## src/rtl/flit_sender.sv

```systemverilog
// Credit-based flit sender: pops packets from a first-word-fall-through FIFO and forwards them one flit per clock.
// Define FLIT_SENDER_STATS_EN to build the 16-bit sent-flit counter; otherwise flit_count is tied to zero.
module flit_sender #(
   parameter int CREDIT_INIT = 32,
   parameter int CNT_W       = 6
) (
   input  logic        clk,
   input  logic        reset,
   input  logic        enable,
   input  logic        fifo_empty,
   input  logic [15:0] fifo_data,
   output logic        fifo_read,
   output logic        tx_valid,
   output logic [15:0] tx_data,
   input  logic        credit_in,
   output logic        pkt_done,
   output logic        credit_err,
   output logic        busy,
   output logic [15:0] flit_count
);

   typedef enum logic {IDLE, BODY} state_t;

   localparam logic [CNT_W-1:0] CREDIT_MAX = CNT_W'(CREDIT_INIT);
   localparam logic [CNT_W-1:0] CREDIT_ONE = CNT_W'(1);

   state_t           state, next_state;
   logic [3:0]       remaining, next_remaining;
   logic [CNT_W-1:0] credits;
   logic             send;
   logic             done_next;

   assign send      = reset && !fifo_empty && (credits != '0) && ((state == BODY) || enable);
   assign fifo_read = send;
   assign busy      = (state == BODY);

   always_comb begin
      next_state     = state;
      next_remaining = remaining;
      done_next      = 1'b0;
      if (send) begin
         if (state == IDLE) begin
            if (fifo_data[15:12] == 4'd0) begin
               done_next = 1'b1;
            end else begin
               next_remaining = fifo_data[15:12];
               next_state     = BODY;
            end
         end else begin
            next_remaining = remaining - 4'd1;
            if (remaining == 4'd1) begin
               done_next  = 1'b1;
               next_state = IDLE;
            end
         end
      end
   end

   always_ff @(posedge clk) begin
      if (!reset) begin
         state     <= IDLE;
         remaining <= 4'd0;
         tx_valid  <= 1'b0;
         tx_data   <= 16'd0;
         pkt_done  <= 1'b0;
      end else begin
         state     <= next_state;
         remaining <= next_remaining;
         tx_valid  <= send;
         pkt_done  <= done_next;
         if (send) begin
            tx_data <= fifo_data;
         end
      end
   end

   // A credit returned while already full is dropped and flagged; a simultaneous send cancels it out.
   always_ff @(posedge clk) begin
      if (!reset) begin
         credits    <= CREDIT_MAX;
         credit_err <= 1'b0;
      end else if (send && !credit_in) begin
         credits <= credits - CREDIT_ONE;
      end else if (!send && credit_in) begin
         if (credits == CREDIT_MAX) begin
            credit_err <= 1'b1;
         end else begin
            credits <= credits + CREDIT_ONE;
         end
      end
   end

`ifdef FLIT_SENDER_STATS_EN
   logic [15:0] stat_count;

   always_ff @(posedge clk) begin
      if (!reset) begin
         stat_count <= 16'd0;
      end else if (send) begin
         stat_count <= stat_count + 16'd1;
      end
   end

   assign flit_count = stat_count;
`else
   assign flit_count = 16'd0;
`endif

endmodule

```

## config.mk

```make
export PLATFORM = sky130hd
export DESIGN_NAME = flit_sender
export DESIGN_NICKNAME = d
export VERILOG_FILES = /design/src/rtl/flit_sender.sv
export SDC_FILE = /design/constraint.sdc
export NUM_CORES = 1
export LEC_CHECK = 0
export ABC_AREA = 1
export ABC_CLOCK_PERIOD_IN_PS = 2200
export BUFFER_PORTS_ARGS = -buffer_cell sky130_fd_sc_hd__buf_4
export CORE_AREA = 5 5 70 72
export DETAILED_ROUTE_END_ITERATION = 8
export DIE_AREA = 0 0 75 77
export PLACE_DENSITY = 0.67
export SLEW_MARGIN = 0
export SYNTH_ARGS = -nofsm -noshare
export SYNTH_HDL_FRONTEND = slang
export SYNTH_SLANG_ARGS = --single-unit
```

## constraint.sdc

```tcl
create_clock -name clk -period 2.2 [get_ports clk]
set_input_delay 0.22 -clock clk [delete_from_list [all_inputs] [get_ports clk]]
set_output_delay 0.22 -clock clk [all_outputs]
set_load 0.005 [all_outputs]
```

==> results of run 1 <==
[worst reg2reg max path, cell delays in order, from the launching register on]
cell and delay, ps:
dfxtp_2 350, nor2_2 150, nand4_1 150, nand2_4 120, inv_4 50, ha_4 180, inv_2 70, nand2_1 50
nand2_1 80, inv_1 50, ha_1 160, o21bai_1 170, nand3_1 100, a21oi_1 70, o21a_1 180
[cell usage in the layout (no fill, tap or decap), drive strengths merged]
| cell type | netlist | layout |
|---|---|---|
| a41oi | 1 | 1 |
| o21a | 1 | 1 |
| buf | 19 | 48 |
| o21ai | 29 | 29 |
| dfxtp | 30 | 30 |
| inv | 30 | 30 |
| nor2 | 45 | 45 |
| nand2 | 26 | 26 |
| xor2 | 1 | 1 |
| nand4 | 3 | 3 |
| a21oi | 16 | 16 |
| nor3 | 1 | 1 |
| nand3 | 9 | 9 |
| xnor2 | 2 | 2 |
| clkbuf | 2 | 8 |
| o21bai | 1 | 1 |
| ha | 6 | 6 |
| conb | 1 | 16 |
[power groups by stage]
stage | sequential, mW | combinational, mW | clock (mW)
2_1_floorplan | 0.705 | 0.391 | 0
3_3_place_gp | 0.713 | 0.536 | 0
6_report | 0.711 | 0.582 | 0.511
5_1_grt | 0.725 | 0.662 | 0.556
4_1_cts | 0.700 | 0.540 | 0.528
3_5_place_dp | 0.711 | 0.537 | 0
[through the flow]
| stage | total power, mW | hold WS [ps] | cells | cell area, µm² |
|---|---|---|---|---|
| floorplan | 1.10 | 358 | 238 | 1680 |
| global placement | 1.25 | 445 | 315 | 1920 |
| detailed placement | 1.25 | 445 | 315 | 1920 |
| CTS | 1.77 | 176 | 323 | 2030 |
| global route | 1.94 | 190 | 325 | 2070 |
| finish | 1.80 | 180 | 325 | 2070 |
[timing repair]
action,in CTS,in global routing
endpoints found under the setup margin,0,4
gates resized for setup,0,8
buffers inserted,0,2
[layout make-up]
class                      count  area, µm²  area share (%)
tap                           52       65.1            3.14
inverter                      30        115            5.55
multi-input combinational    157        812            39.1
clock buffer                   8        110            5.31
sequential                    30        604            29.1
timing repair buffer          48        368            17.7
[worst max-delay path by stage]
stage / cells after the start / from / to
after floorplan: 15 / credits[2]$_SDFFE_PN0P_ / credits[4]$_SDFFE_PN0P_
after detailed placement: 14 / credits[2]$_SDFFE_PN0P_ / credits[4]$_SDFFE_PN0P_
after CTS: 14 / credits[2]$_SDFFE_PN0P_ / credits[4]$_SDFFE_PN0P_
after global placement: 14 / credits[2]$_SDFFE_PN0P_ / credits[4]$_SDFFE_PN0P_
after global routing: 15 / credits[4]$_SDFFE_PN0P_ / credits[5]$_SDFFE_PN1P_
final: 14 / credits[0]$_SDFFE_PN0P_ / credits[4]$_SDFFE_PN0P_
[kinds of logic after synthesis]
logic type / share of synthesized area [%]
AO/OA/AOI/OAI: 16.4
XOR/XNOR: 1.63
buffers and inverters: 17.4
AND/OR/NAND/NOR: 22.4
adder cells (fa/ha/maj): 4.66
other: 0.233
flip-flops: 37.3
[state kept, by name (all words and copies together), names as in the netlist]
signal      flops
busy            1
tx_data        16
remaining       4
credit_err      1
pkt_done        1
credits         6
tx_valid        1
[per-layer routing]
layer,wire (µm),up-vias
li1,-,774
met1,1490,642
met2,1660,43
met3,287,6
met4,63,0
met5,0,-
==> summary.txt, run 1 <==
Max Cap Violations: 0
ANT nets after route: 0
hpwl dp: 2620 µm
clk_skew: 3.20 ps
Layout area overhead: 28.7%
Avg WL per Cell: 10.7 µm
Filler cells: 433
Post-synth ARST share: 0%
H-tree levels: 2
root buf cell: clkbuf_8
grt met3 use: 4.44%
DRT iter0 DRCs: 81
ratio of final minimum period to clock period: 92.0%
Crit Path Max Fanout: 7
minimum clock period: 2020 ps
DR vias: 1465
CTS Hold Buffers Added: 0
worst min path class: input pin to flop
Comb pwr share: 32.3%
switching power: 0.593 mW
worst setup margin: 177 ps
initial antenna violation count: 0
1st-pass router iterations: 4
final core utilization: 49.0%
Antenna diodes: 0
Slew Limit Fails: 0
Crit. End Element: flop
vias in the first global route: 1337
Min-Delay Path Depth: 3
met2 GRT Util: 19.4%
Synth top area share: 37.3%
RR Endpoint: credits[4]$_SDFFE_PN0P_
count leader, synth: nor2_1
Hold Crit Endpoint: tx_data[7]$_SDFFE_PN0P_
Achievable Freq: 494 MHz
status: finished, final reports clean
IO Port Bufs: 41
internal power: 1.21 mW
core footprint: 0.00423 mm²
clock latency on the worst-skew pair: 280 ps
final setup fails: 0
Final Hold Viols: 0
final WL: 3490 µm
dpl ws: 43.3 ps
met1 usage: 15.3%
Worst R2R Setup Slack: 180 ps
first-pass GRT wire length: 5840 µm
layout cells sized above 1: 26.7%
Synth Instances: 223
clock buffer depth: 2
register clock-pin slew on the reported worst setup and hold paths: 60 ps
Starting Density: 38.1%
Worst path most repeated cell: nand2_1
die width: 75 µm
HP Start: fifo_data[7]
grt peak-use layer: met2
cells on worst reg2reg path: 14
Flop pwr share: 39.4%
CTS buffer count: 5
WP data arrival: 2200 ps
pwr dens: 869 mW/mm²
Cell variety after synth: 27
YS warnings: 0
Post-Syn Area: 0.00161 mm²
sum of negative setup slack: 0 ps
CP required: 2370 ps
maximum vdd drop: 417 µV
slowest CP cell: dfxtp_2
GRT overflow: 0
Switching Share: 32.9%
critical path cell sequence: nor2_2, nand4_1, nand2_4, inv_4, ha_4, inv_2, nand2_1, nand2_1, inv_1, ha_1, o21bai_1, nand3_1, a21oi_1, o21a_1
total track usage: 12.7%
Via-to-Cell Ratio: 4.51
number of synthesized flops with an enable pin: 0
clock share of power: 28.3%
Ports: 58
Die ar.: 0.00578 mm²
Site Rows: 24
largest net degree at the start of global routing: 25
drc violations: 0
cell accounting for the most synthesized area: dfxtp_1
sequential cell area fraction in the yosys report: 37.3%
Synth Area per Inst: 7.23 µm²
static leakage: 1.02 nW
CTS tree: yes
top cells by area, synth: dfxtp_1 (37%), nor2_1 (10%), buf_4 (7.5%)
Sink Count: 30
Crit path max-delay family: simple AND/OR/NAND/NOR gates
Post-synth top cells: nor2_1 (44), dfxtp_1 (30), inv_1 (28)
unrepaired setup endpoints after global routing: no
GPL Wtd Cong: 0.853
Die Y: 77 µm
top_reg_cell synth: dfxtp_1
Nets: 299
Critical R2R Launch: credits[0]$_SDFFE_PN0P_
WS Path Type: flop to flop
slowest stage delay, CP: 350 ps
number of synthesized register bits: 30
crit start category: flop
CP Buf/Inv Count: 3
Power figures use the tool's default switching activity.
==> run 2, diff against run 1 <==
Settings changed: RECOVER_POWER from default to 50.
==> summary.txt, run 2 (same netlist as run 1, synthesis figures left out) <==
slowest stage delay, CP: 350 ps (about the same)
clock share of power: 28.5% (was 28.3%)
DRT iter0 DRCs: 78 (was 81)
Max Cap Violations: 0 (unchanged)
Worst path most repeated cell: nand2_1 (unchanged)
most common cell after layout, fill and taps aside: nor2_1 (was buf_4)
Via-to-Cell Ratio: 4.51 (about the same)
Crit path max-delay family: simple AND/OR/NAND/NOR gates (unchanged)
Crit. End Element: flop (unchanged)
Antenna diodes: 0 (unchanged)
Filler cells: 435 (was 433)
ANT nets after route: 0 (unchanged)
root buf cell: clkbuf_8 (unchanged)
total track usage: 12.7% (unchanged)
sum of negative setup slack: 0 ps (unchanged)
minimum clock period: 2020 ps (about the same)
max FFs per register: 16 (unchanged)
layout cells sized above 1: 24.9% (was 26.7%)
DR vias: 1467 (was 1465)
clock buffer depth: 2 (unchanged)
dpl ws: 43.3 ps (unchanged)
unrepaired setup endpoints after global routing: no (unchanged)
Starting Density: 38.1% (unchanged)
core footprint: 0.00423 mm² (unchanged)
Placed Cells: 315 (unchanged)
Hold Crit Endpoint: tx_data[7]$_SDFFE_PN0P_ (unchanged)
static leakage: 0.993 nW (was 1.02 nW)
clock latency on the worst-skew pair: 280 ps (about the same)
ratio of final minimum period to clock period: 92.0% (about the same)
final WL: 3470 µm (was 3490 µm)
Worst R2R Setup Slack: 180 ps (about the same)
Reg with most FFs: tx_data (unchanged)
worst setup margin: 176 ps (was 177 ps)
Site Rows: 24 (unchanged)
Final Hold Viols: 0 (unchanged)
Placed Instance Area: 0.00192 mm² (unchanged)
critical path cell sequence: nor2_2, nand4_1, nand2_4, inv_4, ha_4, inv_2, nand2_1, nand2_1, inv_1, ha_1, o21bai_1, nand3_1, a21oi_1, o21a_1 (unchanged)
fin cells: 325 (unchanged)
Avg WL per Cell: 10.7 µm (about the same)
RR Endpoint: credits[4]$_SDFFE_PN0P_ (unchanged)
Die ar.: 0.00578 mm² (unchanged)
Sink Count: 30 (unchanged)
initial antenna violation count: 0 (unchanged)
CTS buffer count: 5 (unchanged)
GPL Wtd Cong: 0.853 (unchanged)
commonest non-fill, non-tap cells in the layout: nor2_1 (42), inv_1 (27), dfxtp_1 (27), buf_4 (27), nand2_1 (25) (was buf_4 (47), nor2_1 (42), inv_1 (27), dfxtp_1 (27), nand2_1 (25))
CTS tree: yes (unchanged)
first-pass GRT wire length: 5840 µm (unchanged)
final core utilization: 48.6% (was 49.0%)
clk_skew: 2.42 ps (was 3.20 ps)
switching power: 0.591 mW (was 0.593 mW)
1st-pass router iterations: 4 (unchanged)
Layout area overhead: 27.6% (was 28.7%)
IO Port Bufs: 41 (unchanged)
Finished Cell Area: 0.00206 mm² (was 0.00207 mm²)
GRT overflow: 0 (unchanged)
Switching Share: 33.0% (was 32.9%)
largest net degree at the start of global routing: 25 (unchanged)
Critical R2R Launch: credits[0]$_SDFFE_PN0P_ (unchanged)
internal power: 1.20 mW (was 1.21 mW)
pwr dens: 871 mW/mm² (was 869 mW/mm²)
Regs by FF count: tx_data x16, credits x6, remaining x4 (unchanged)
Min-Delay Path Depth: 3 (unchanged)
HP Start: fifo_data[7] (unchanged)
Comb pwr share: 31.8% (was 32.3%)
cells on worst reg2reg path: 14 (unchanged)
maximum vdd drop: 418 µV (was 417 µV)
vias in the first global route: 1337 (unchanged)
H-tree levels: 2 (unchanged)
worst hold slack: 179 ps (was 180 ps)
WP data arrival: 2200 ps (about the same)
final setup fails: 0 (unchanged)
total power: 1.79 mW (was 1.80 mW)
status: finished, final reports clean (unchanged)
drc violations: 0 (unchanged)
Slew Limit Fails: 0 (unchanged)
Ports: 58 (unchanged)
Flop pwr share: 39.6% (was 39.4%)
Achievable Freq: 494 MHz (about the same)
hpwl dp: 2620 µm (unchanged)
register clock-pin slew on the reported worst setup and hold paths: 60 ps (about the same)
Nets: 299 (unchanged)
slowest CP cell: dfxtp_2 (unchanged)
die width: 75 µm (unchanged)
CP Buf/Inv Count: 3 (unchanged)
crit start category: flop (unchanged)
WS Path Type: flop to flop (unchanged)
worst min path class: input pin to flop (unchanged)
CP required: 2370 ps (about the same)
Crit Path Max Fanout: 7 (unchanged)
Die Y: 77 µm (unchanged)
[run 2: changes by cell type in the layout (fill, tap and decap cells not counted)]
| cell | change |
|---|---|
| o21ai_0 | +1 |
| buf_4 | -20 |
| clkbuf_4 | +15 |
| o21ai_1 | -1 |
| clkbuf_1 | +5 |
[run 2: worst max path at each step]
stage,from,endpoint,cells after the start
5_1_grt,credits[4]$_SDFFE_PN0P_,credits[5]$_SDFFE_PN1P_,15
4_1_cts,credits[2]$_SDFFE_PN0P_,credits[4]$_SDFFE_PN0P_,14
2_1_floorplan,credits[2]$_SDFFE_PN0P_,credits[4]$_SDFFE_PN0P_,15
3_3_place_gp,credits[2]$_SDFFE_PN0P_,credits[4]$_SDFFE_PN0P_,14
6_report,credits[0]$_SDFFE_PN0P_,credits[4]$_SDFFE_PN0P_,14
3_5_place_dp,credits[2]$_SDFFE_PN0P_,credits[4]$_SDFFE_PN0P_,14
[run 2: timing repair]
action                                  in CTS  in global routing
endpoints found under the setup margin       0                  4
setup buffers                                0                  2
gates resized for setup                      0                  8
hold buffers                                 0                  0
[run 2: tightest hold or removal path, cell delays in order]
cell and delay [ps]:
buf_4 70, o21ai_1 50, nor2_1 70
[run 2: layer usage]
| layer | share of wire [%] | track usage (%) | routed length [µm] |
|---|---|---|---|
| met4 | 1.8 | 6.94 | 63 |
| met3 | 8.0 | 4.44 | 277 |
| met5 | 0 | 0 | 0 |
| met2 | 47 | 19.4 | 1630 |
| met1 | 43 | 15.3 | 1500 |
[run 2: cell type report]
class                   instances  area (µm²)  share of cell area (%)
flip-flops and latches         30         604                    29.4
well taps                      52        65.1                    3.16
repair buffers                 48         349                    17.0
clock buffers                   8         110                    5.36
multi-input cells             157         812                    39.5
inverters                      30         115                    5.60
[run 2: power groups by stage]
stage,sequential [mW],combinational (mW),clock (mW)
final,0.710,0.570,0.510
after global placement,0.713,0.536,0
after global routing,0.724,0.650,0.556
after CTS,0.700,0.540,0.528
after detailed placement,0.711,0.537,0
after floorplan,0.705,0.391,0
